<file path="config.mk">
export PLATFORM = sky130hd
export DESIGN_NAME = key_word_assembler
export DESIGN_NICKNAME = d
export VERILOG_FILES = /design/src/rtl/key_word_assembler_pkg.sv /design/src/rtl/key_word_assembler_idle_timer.sv /design/src/rtl/key_word_assembler.sv
export SDC_FILE = /design/constraint.sdc
export NUM_CORES = 1
export LEC_CHECK = 0
export ABC_AREA = 1
export BUFFER_PORTS_ARGS = -buffer_cell sky130_fd_sc_hd__buf_2
export CAP_MARGIN = 10
export CORE_MARGIN = 4
export CORE_UTILIZATION = 59
export CTS_CLUSTER_DIAMETER = 40
export DETAILED_ROUTE_END_ITERATION = 8
export PLACE_DENSITY = 0.87
export SLEW_MARGIN = 20
export SYNTH_ARGS = -nofsm -noshare
export SYNTH_HDL_FRONTEND = slang
export SYNTH_HIERARCHICAL = 1
export SYNTH_SLANG_ARGS = --single-unit
</file>
<file path="constraint.sdc">
create_clock -name sysclk -period 2.8 [get_ports sysclk]
set_clock_uncertainty 0.15 [all_clocks]
set_input_delay 0.56 -clock sysclk [delete_from_list [all_inputs] [get_ports sysclk]]
set_output_delay 0.56 -clock sysclk [all_outputs]
set_load 0.02 [all_outputs]
</file>
<file path="src/rtl/key_word_assembler_pkg.sv">
// key_word_assembler_pkg: shared state encoding for the key word assembler
package key_word_assembler_pkg;
   localparam logic [1:0] IDLE    = 2'd0;
   localparam logic [1:0] COLLECT = 2'd1;
   localparam logic [1:0] HOLD    = 2'd2;
endpackage

</file>
<file path="src/rtl/key_word_assembler_idle_timer.sv">
// idle_timer: counts idle cycles of a partial word; expired when the count saturates at all-ones
module idle_timer #(
   parameter int TIMEOUT_BITS = 24
) (
   input  logic sysclk,
   input  logic reset,
   input  logic clear,
   input  logic enable,
   output logic expired
);
   logic [TIMEOUT_BITS-1:0] count;
   // clear wins over enable; the owner leaves COLLECT before the count can wrap
   always_ff @(posedge sysclk or posedge reset)
      if (reset) count <= '0;
      else if (clear) count <= '0;
      else if (enable) count <= count + 1'b1;
   assign expired = &count;
endmodule

</file>
<file path="src/rtl/key_word_assembler.sv">
// key_word_assembler: shifts debounced 0/1 key pulses into a word and hands it off via valid/ready
module key_word_assembler
   import key_word_assembler_pkg::*;
#(
   parameter int WIDTH        = 8,
   parameter int TIMEOUT_BITS = 24,
   parameter bit MSB_FIRST    = 1
) (
   input  logic                       sysclk,
   input  logic                       reset,
   input  logic                       bit0_pulse,
   input  logic                       bit1_pulse,
   input  logic                       word_ready,
   output logic [WIDTH-1:0]           word_data,
   output logic                       word_valid,
   output logic [$clog2(WIDTH+1)-1:0] bit_count,
   output logic                       busy,
   output logic                       overrun,
   output logic                       abort
);
   localparam int CW = $clog2(WIDTH+1);
   logic [1:0]       state;
   logic [WIDTH-1:0] sr;
   logic [CW-1:0]    cnt;
   logic             acc, take, expired;
   logic [WIDTH-1:0] shifted, fresh;
   // a key counts only when exactly one of the two pulses is present
   assign acc     = bit0_pulse ^ bit1_pulse;
   assign take    = acc && (state != HOLD || word_ready);
   assign shifted = MSB_FIRST ? {sr[WIDTH-2:0], bit1_pulse} : {bit1_pulse, sr[WIDTH-1:1]};
   assign fresh   = MSB_FIRST ? {{(WIDTH-1){1'b0}}, bit1_pulse} : {bit1_pulse, {(WIDTH-1){1'b0}}};
   // timer only runs while collecting; it sits at zero in IDLE and HOLD
   idle_timer #(.TIMEOUT_BITS(TIMEOUT_BITS)) u_timer (
      .sysclk  (sysclk),
      .reset   (reset),
      .clear   (take || state != COLLECT),
      .enable  (state == COLLECT),
      .expired (expired)
   );
   // word assembly FSM; overrun and abort are single-cycle pulses
   always_ff @(posedge sysclk or posedge reset)
      if (reset) begin
         state   <= IDLE;
         sr      <= '0;
         cnt     <= '0;
         overrun <= 1'b0;
         abort   <= 1'b0;
      end else begin
         overrun <= 1'b0;
         abort   <= 1'b0;
         case (state)
            IDLE:
               if (acc) begin
                  state <= COLLECT;
                  sr    <= fresh;
                  cnt   <= CW'(1);
               end
            COLLECT:
               if (acc) begin
                  sr  <= shifted;
                  cnt <= cnt + 1'b1;
                  if (cnt == CW'(WIDTH-1)) state <= HOLD;
               end else if (expired) begin
                  state <= IDLE;
                  sr    <= '0;
                  cnt   <= '0;
                  abort <= 1'b1;
               end
            HOLD:
               if (word_ready) begin
                  state <= acc ? COLLECT : IDLE;
                  sr    <= acc ? fresh : '0;
                  cnt   <= acc ? CW'(1) : '0;
               end else if (acc) overrun <= 1'b1;
            default: state <= IDLE;
         endcase
      end
   assign word_data  = sr;
   assign bit_count  = cnt;
   assign word_valid = (state == HOLD);
   assign busy       = (state != IDLE);
endmodule

</file>
==> flow_metrics.env, run 1 <==
export IMPL_status="completed"
export IMPL_yosys_area_share_simple_pct=41.0
export IMPL_clock_sinks=40
export IMPL_rsz0062_at_grt="no"
export IMPL_die_height_um=72.0
export IMPL_clkPwrFrac_pct=26.8
export IMPL_worstSkewPairLatency_ns=0.29
export IMPL_synth_mux_area_share_pct=0
export IMPL_ys_warn_count=6
export IMPL_first_pass_iters=5
export IMPL_fin_crit_ns=2.34
export IMPL_cp_start_kind="flip-flop"
export IMPL_hold_ws_ns=0.191
export IMPL_antenna_left=0
export IMPL_final_instance_count_excl_fill=406
export IMPL_grt_pass1_vias=2107
export IMPL_finalHoldViolCount=0
export IMPL_endpoint_kind="flip-flop"
export IMPL_cts_root_buf="clkbuf_8"
export IMPL_cts_hold_buffers=0
export IMPL_drv_slew=0
export IMPL_tritoncts="built"
export IMPL_cts_resized=0
export IMPL_synth_top_family_by_area="simple AND/OR/NAND/NOR gates"
export IMPL_worstPathRequired_ns=2.87
export IMPL_worstReg2RegEnd="u_timer/count[7]$_DFFE_PP0P_"
export IMPL_num_fill_cells=298
export IMPL_cpPeakStageDelay_ns=0.44
export IMPL_reg2reg_from="state[0]$_DFFE_PP0P_"
export IMPL_htree_levels=2
export IMPL_syn_avg_cell_area_um2=7.29
export IMPL_ys_seq_area_share_pct=41.5
export IMPL_num_io_pins=21
export IMPL_nets=370
export IMPL_numPlacedInstances=398
export IMPL_grt_usage_pct=22.7
export IMPL_syn_instance_count=331
export IMPL_drc=0
export IMPL_synthDistinctLibCells=25
export IMPL_grt_max_degree=25
export IMPL_gr_total_overflow=0
export IMPL_hpwl_um=3690
export IMPL_synth_xor_area_share_pct=0
export IMPL_hp_class="primary input to async pin"
export IMPL_route_vias_total=2181
export IMPL_clk_path_buf_depth=2
export IMPL_io_buffers=20
export IMPL_crit_type="flip-flop to flip-flop"
export IMPL_dieArea_mm2=0.00518
export IMPL_path_cells="inv_1 -> ha_1 -> inv_1 -> nor2_1 -> o21ai_0 -> buf_4 -> inv_1 -> buf_4 -> o21ai_0 -> a21oi_1"
export IMPL_drv_cap=0
export IMPL_switching_power_uw=708
export IMPL_grt_pass1_wl_um=9300
export IMPL_maxSlewHeadroom_pct=38.4
export IMPL_synth_compound_area_share_pct=4.87
export IMPL_path_max_fanout=13
export IMPL_p_leak_uw=0.00140
export IMPL_comb_power_share_pct=36.0
export IMPL_coreArea_mm2=0.00380
export IMPL_antenna_cells=0
export IMPL_via_per_inst=5.37
export IMPL_ff2ff_path_depth=10
export IMPL_die_w_um=72.0
export IMPL_syn_area_mm2=0.00241
export IMPL_setup_violations_final=0
export IMPL_rows=22
export IMPL_avgRoutedWirePerCell_um=12.9
export IMPL_setup_tns_ns=0
export IMPL_drt_total_wl_um=5240
export IMPL_drt_iter0_drc=221
export IMPL_switching_share_pct=39.7
export IMPL_crit_path_top_delay_cell="dfrtp_1"
export IMPL_final_layout_size_suffix_gt1_share_pct=16.8
export IMPL_place_congestion=0.911
export IMPL_fmax_mhz=428
export IMPL_clkTransAtPathRegs_ns=0.08
export IMPL_tightest_slew_ns=0.924
export IMPL_synthAdderAreaFrac_pct=4.15
export IMPL_post_cts_buffers=0
export IMPL_crit_arrival_ns=2.41
export IMPL_crit_top_cell="inv_1"
export IMPL_start_util_pct=63.5
export IMPL_fin_crit_sh_pct=83.5
export IMPL_internal_power_uw=1080
export IMPL_ir_drop_v=0.000467
export IMPL_synth_seq_cells=40
export IMPL_p_per_area_mw_per_mm2=667
export IMPL_synth_nets=344
export IMPL_syn_to_final_growth_pct=10.8
export IMPL_r2r_slack_ns=0.46
export IMPL_numCtsBuffers=5
export IMPL_pwr_share_seq_pct=37.2
export IMPL_final_util_pct=70.4
export IMPL_antenna_found_initial=0
[through the flow]
stage	setup WS [ns]	power, µW	instance area (µm²)
finish	0.463	1780	2670
global route	0.240	1900	2670
detailed placement	0.449	1310	2560
global placement	0.477	1290	2560
CTS	0.478	1790	2670
floorplan	0.481	1190	2410
[logic make-up (layout without fill, tap and decap cells)]
logic type / count (synthesis) / after routing
AOI/OAI and AO/OA: 23 / 23
adders and majority gates: 8 / 8
buffers and inverters: 50 / 77
and+or+nand+nor: 210 / 210
DFF: 40 / 40
[sequential cells by signal, summed over array words and instances (netlist names)]
name	count
abort	1
word_data	8
u_timer/count	24
overrun	1
bit_count	4
state	2
[worst max path at each step]
stage | from | to | depth (start not counted)
after global placement | bit0_pulse | u_timer/count[18]$_DFFE_PP0P_ | 13
after CTS | state[0]$_DFFE_PP0P_ | u_timer/count[7]$_DFFE_PP0P_ | 10
after global routing | state[0]$_DFFE_PP0P_ | u_timer/count[9]$_DFFE_PP0P_ | 10
final | state[0]$_DFFE_PP0P_ | u_timer/count[7]$_DFFE_PP0P_ | 10
after floorplan | bit0_pulse | u_timer/count[21]$_DFFE_PP0P_ | 10
after detailed placement | bit0_pulse | u_timer/count[22]$_DFFE_PP0P_ | 13
[power groups by stage]
stage	clock [µW]	combinational [µW]	sequential [µW]
global route	518	715	671
floorplan	0	494	692
CTS	484	639	663
detailed placement	0	634	675
global placement	0	620	672
finish	478	643	663
[cells in the mapped netlist]
library cell | count | share of area (%)
nor3_1 | 4 | 0.83
buf_4 | 1 | 0.31
a21oi_1 | 8 | 1.7
buf_6 | 2 | 0.93
nor3_2 | 2 | 0.83
o21a_1 | 1 | 0.31
clkbuf_1 | 1 | 0.16
nand2_2 | 7 | 1.8
nor2_4 | 6 | 2.8
nor2_1 | 49 | 7.6
ha_1 | 8 | 4.1
o21ai_1 | 3 | 0.62
nor3_4 | 1 | 0.67
inv_1 | 42 | 6.5
nand3_1 | 28 | 5.8
nand2_4 | 3 | 1.4
nor3b_1 | 1 | 0.31
nor2_8 | 1 | 0.83
nor2_2 | 5 | 1.3
nand4_1 | 6 | 1.6
nand2_1 | 96 | 15
o21ai_0 | 11 | 2.3
and3_1 | 1 | 0.26
dfrtp_1 | 40 | 41
inv_2 | 4 | 0.62
[cell type report]
| type | instances | area (µm²) | area share [%] |
|---|---|---|---|
| flip-flops and latches | 40 | 1000 | 37.4 |
| clock inverters | 3 | 42.5 | 1.59 |
| multi-input cells | 241 | 1210 | 45.1 |
| inverters | 46 | 173 | 6.46 |
| repair buffers | 23 | 123 | 4.59 |
| well taps | 48 | 60.1 | 2.25 |
| clock buffers | 5 | 68.8 | 2.57 |
[layout by cell type (no fill, tap or decap), types with 2 or more instances in the layout]
cell,instances
nand3_1,28
o21ai_1,3
inv_2,4
nand2_1,96
ha_1,8
o21ai_0,11
nor2_4,6
clkbuf_8,5
buf_2,20
nor3_2,2
nor3_1,4
nor2_2,5
nand2_2,7
nand4_1,6
inv_1,42
buf_4,3
dfrtp_1,40
a21oi_1,8
nand2_4,3
nor2_1,49
[critical path, delay by kind of cell, from the launching register on]
| kind | cells | cell delay, ns |
|---|---|---|
| adders and majority gates | 1 | 0.23 |
| buffers and inverters | 5 | 0.83 |
| AOI/OAI and AO/OA | 3 | 0.36 |
| DFF | 1 | 0.44 |
| and+or+nand+nor | 1 | 0.25 |
[routing by layer]
layer / vias up / part of all wire (%) / global-route usage, %
met1: 1022 / 46 / 30.7
li1: 1083 / - / -
met4: 0 / 2.0 / 8.77
met3: 12 / 4.4 / 5.54
met2: 64 / 48 / 35.3
met5: - / 0 / 0
(Power assumes the default switching activity.)
==> inputs of run 2 (changes only) <==
Settings changed: CORE_UTILIZATION 59 to 54, PLACE_DENSITY 0.87 to 0.84.
Clock period 2.8 ns to 2.13 ns, I/O delays scaled along.
==> flow_metrics.env, run 2 (synthesis results as in run 1) <==
export IMPL_pwr_share_seq_pct=33.3
export IMPL_switching_power_uw=1030
export IMPL_layout_common_cells="nand2_1, nor2_1, inv_1, dfrtp_1, nand3_1"
export IMPL_endpoint_kind="flip-flop"
export IMPL_io_buffers=20
export IMPL_die_height_um=74.9
export IMPL_maxSlewHeadroom_pct=58.4
export IMPL_crit_type="flip-flop to flip-flop"
export IMPL_path_buf_inv=2
export IMPL_drc=0
export IMPL_clock_sinks=40
export IMPL_path_max_fanout=5
export IMPL_p_leak_uw=0.00151
export IMPL_htree_levels=2
export IMPL_syn_to_final_growth_pct=20.8
export IMPL_route_vias_total=2229
export IMPL_drt_total_wl_um=5600
export IMPL_num_io_pins=21
export IMPL_fmax_mhz=470
export IMPL_status="completed"
export IMPL_drt_iter0_drc=185
export IMPL_worstPathRequired_ns=2.18
export IMPL_internal_power_uw=1580
export IMPL_hp_class="primary input to async pin"
export IMPL_num_fill_cells=338
export IMPL_via_per_inst=5.20
export IMPL_clkPwrFrac_pct=25.1
export IMPL_cp_start_kind="flip-flop"
export IMPL_place_congestion=0.869
export IMPL_antenna_cells=0
export IMPL_first_pass_iters=4
export IMPL_grt_usage_pct=19.4
export IMPL_finalHoldViolCount=0
export IMPL_largest_register_ffs=24
export IMPL_grtUsageMet2_pct=33.2
export IMPL_critical_path_top_delay_family="simple AND/OR/NAND/NOR gates"
export IMPL_place_area_mm2=0.00265
export IMPL_avgRoutedWirePerCell_um=13.1
export IMPL_path_cells="ha_4 -> nand3_4 -> nor2_4 -> nand3_2 -> nor3_4 -> buf_6 -> nor2_4 -> nor3_4 -> clkinvlp_4 -> nand2_1 -> nand2_1"
export IMPL_regMostFlops="u_timer/count"
export IMPL_crit_arrival_ns=2.18
export IMPL_ir_drop_v=0.000738
export IMPL_cts_root_buf="clkbuf_8"
export IMPL_worstReg2RegEnd="word_data[5]$_DFFE_PP0P_"
export IMPL_numCtsBuffers=5
export IMPL_reg2reg_from="u_timer/count[0]$_DFFE_PP0P_"
export IMPL_grt_util_met3_pct=4.01
export IMPL_tritoncts="built"
export IMPL_tightest_slew_ns=0.624
export IMPL_antenna_left=0
export IMPL_grt_max_degree=25
export IMPL_switching_share_pct=39.5
export IMPL_clk_path_buf_depth=2
export IMPL_final_util_pct=67.0
export IMPL_clkTransAtPathRegs_ns=0.09
export IMPL_drv_cap=0
export IMPL_p_per_area_mw_per_mm2=896
export IMPL_start_util_pct=55.4
export IMPL_dieArea_mm2=0.00560
export IMPL_r2r_slack_ns=0.003
export IMPL_gr_total_overflow=0
export IMPL_hpwl_um=3820
export IMPL_rows=24
export IMPL_setup_violations_final=0
export IMPL_final_common_cell="nand2_1"
export IMPL_grt_pass1_vias=1997
export IMPL_fin_crit_ns=2.13
export IMPL_top_usage_layer="met2"
export IMPL_ff2ff_path_depth=11
export IMPL_rsz0062_at_grt="yes"
export IMPL_grt_pass1_wl_um=8510
export IMPL_die_w_um=74.9
export IMPL_final_layout_size_suffix_gt1_share_pct=23.6
export IMPL_grtUsageMet1_pct=25.0
export IMPL_coreArea_mm2=0.00435
export IMPL_cpPeakStageDelay_ns=0.41
export IMPL_fin_crit_sh_pct=99.9
export IMPL_comb_power_share_pct=41.6
export IMPL_nets=389
export IMPL_worstSkewPairLatency_ns=0.30
export IMPL_drv_slew=0
export IMPL_antenna_found_initial=0
export IMPL_final_area_mm2=0.00292
export IMPL_crit_path_top_delay_cell="dfrtp_1"
==> run 2: area by class of cell <==
class	count	area (µm²)	area share, %
sequential	40	1000	34.3
inverter	46	179	6.14
timing repair buffer	40	259	8.88
tap	52	65.1	2.23
timing repair inverter	2	15.0	0.515
clock inverter	2	38.8	1.33
multi-input combinational	241	1270	43.7
clock buffer	6	82.6	2.83
==> run 2: worst register-to-register path, stage by stage (launching register included) <==
cell and delay [ns]:
dfrtp_1 0.41, ha_4 0.18, nand3_4 0.08, nor2_4 0.13, nand3_2 0.10, nor3_4 0.16
buf_6 0.14, nor2_4 0.04, nor3_4 0.24, clkinvlp_4 0.24, nand2_1 0.11, nand2_1 0.05
==> run 2: stage by stage <==
stage          hold slack, ns  power [µW]  instances  TNS [ns]  worst slack (ns)
2_1_floorplan           0.190        1560        331         0            0.0359
5_1_grt                0.0470        2760        429    -0.862            -0.105
6_report               0.0208        2610        429         0           0.00319
4_1_cts                0.0261        2460        420         0            0.0635
3_5_place_dp            0.323        1800        412    -0.155           -0.0450
3_3_place_gp            0.321        1770        412         0          0.000200
==> run 2: worst max-delay path by stage <==
stage                                             from                       endpoint  slack, ns  depth (start not counted)
after global routing      u_timer/count[1]$_DFFE_PP0P_       word_data[5]$_DFFE_PP0P_      -0.10                         11
final                     u_timer/count[0]$_DFFE_PP0P_       word_data[5]$_DFFE_PP0P_      0.003                         11
after detailed placement                    bit0_pulse   u_timer/count[7]$_DFFE_PP0P_      -0.05                          8
after CTS                 u_timer/count[0]$_DFFE_PP0P_       word_data[4]$_DFFE_PP0P_       0.06                         11
after floorplan                   state[0]$_DFFE_PP0P_  u_timer/count[20]$_DFFE_PP0P_       0.04                         11
after global placement                      bit0_pulse   u_timer/count[7]$_DFFE_PP0P_     0.0002                          8
==> run 2: what timing repair did <==
item / CTS / global route
cloned: 0 / 3
buffers inserted: 0 / 6
pin swaps: 0 / 9
gates resized for setup: 2 / 17
hold endpoints to repair: 0 / 0
hold buffers: 0 / 0
endpoints found under the setup margin: 5 / 17
==> run 2: metal layers <==
layer  vias to the layer above  wire (µm)
met4                         0         87
met1                      1031       2380
met2                        66       2840
met3                        11        290
li1                       1121          -
met5                         -          0
==> run 2: power by group through the flow <==
stage	Sequential, µW	Combinational (µW)	Clock (µW)
final	871	1090	654
after global routing	877	1190	694
after CTS	864	933	666
after detailed placement	878	923	0
after global placement	878	892	0
after floorplan	910	652	0
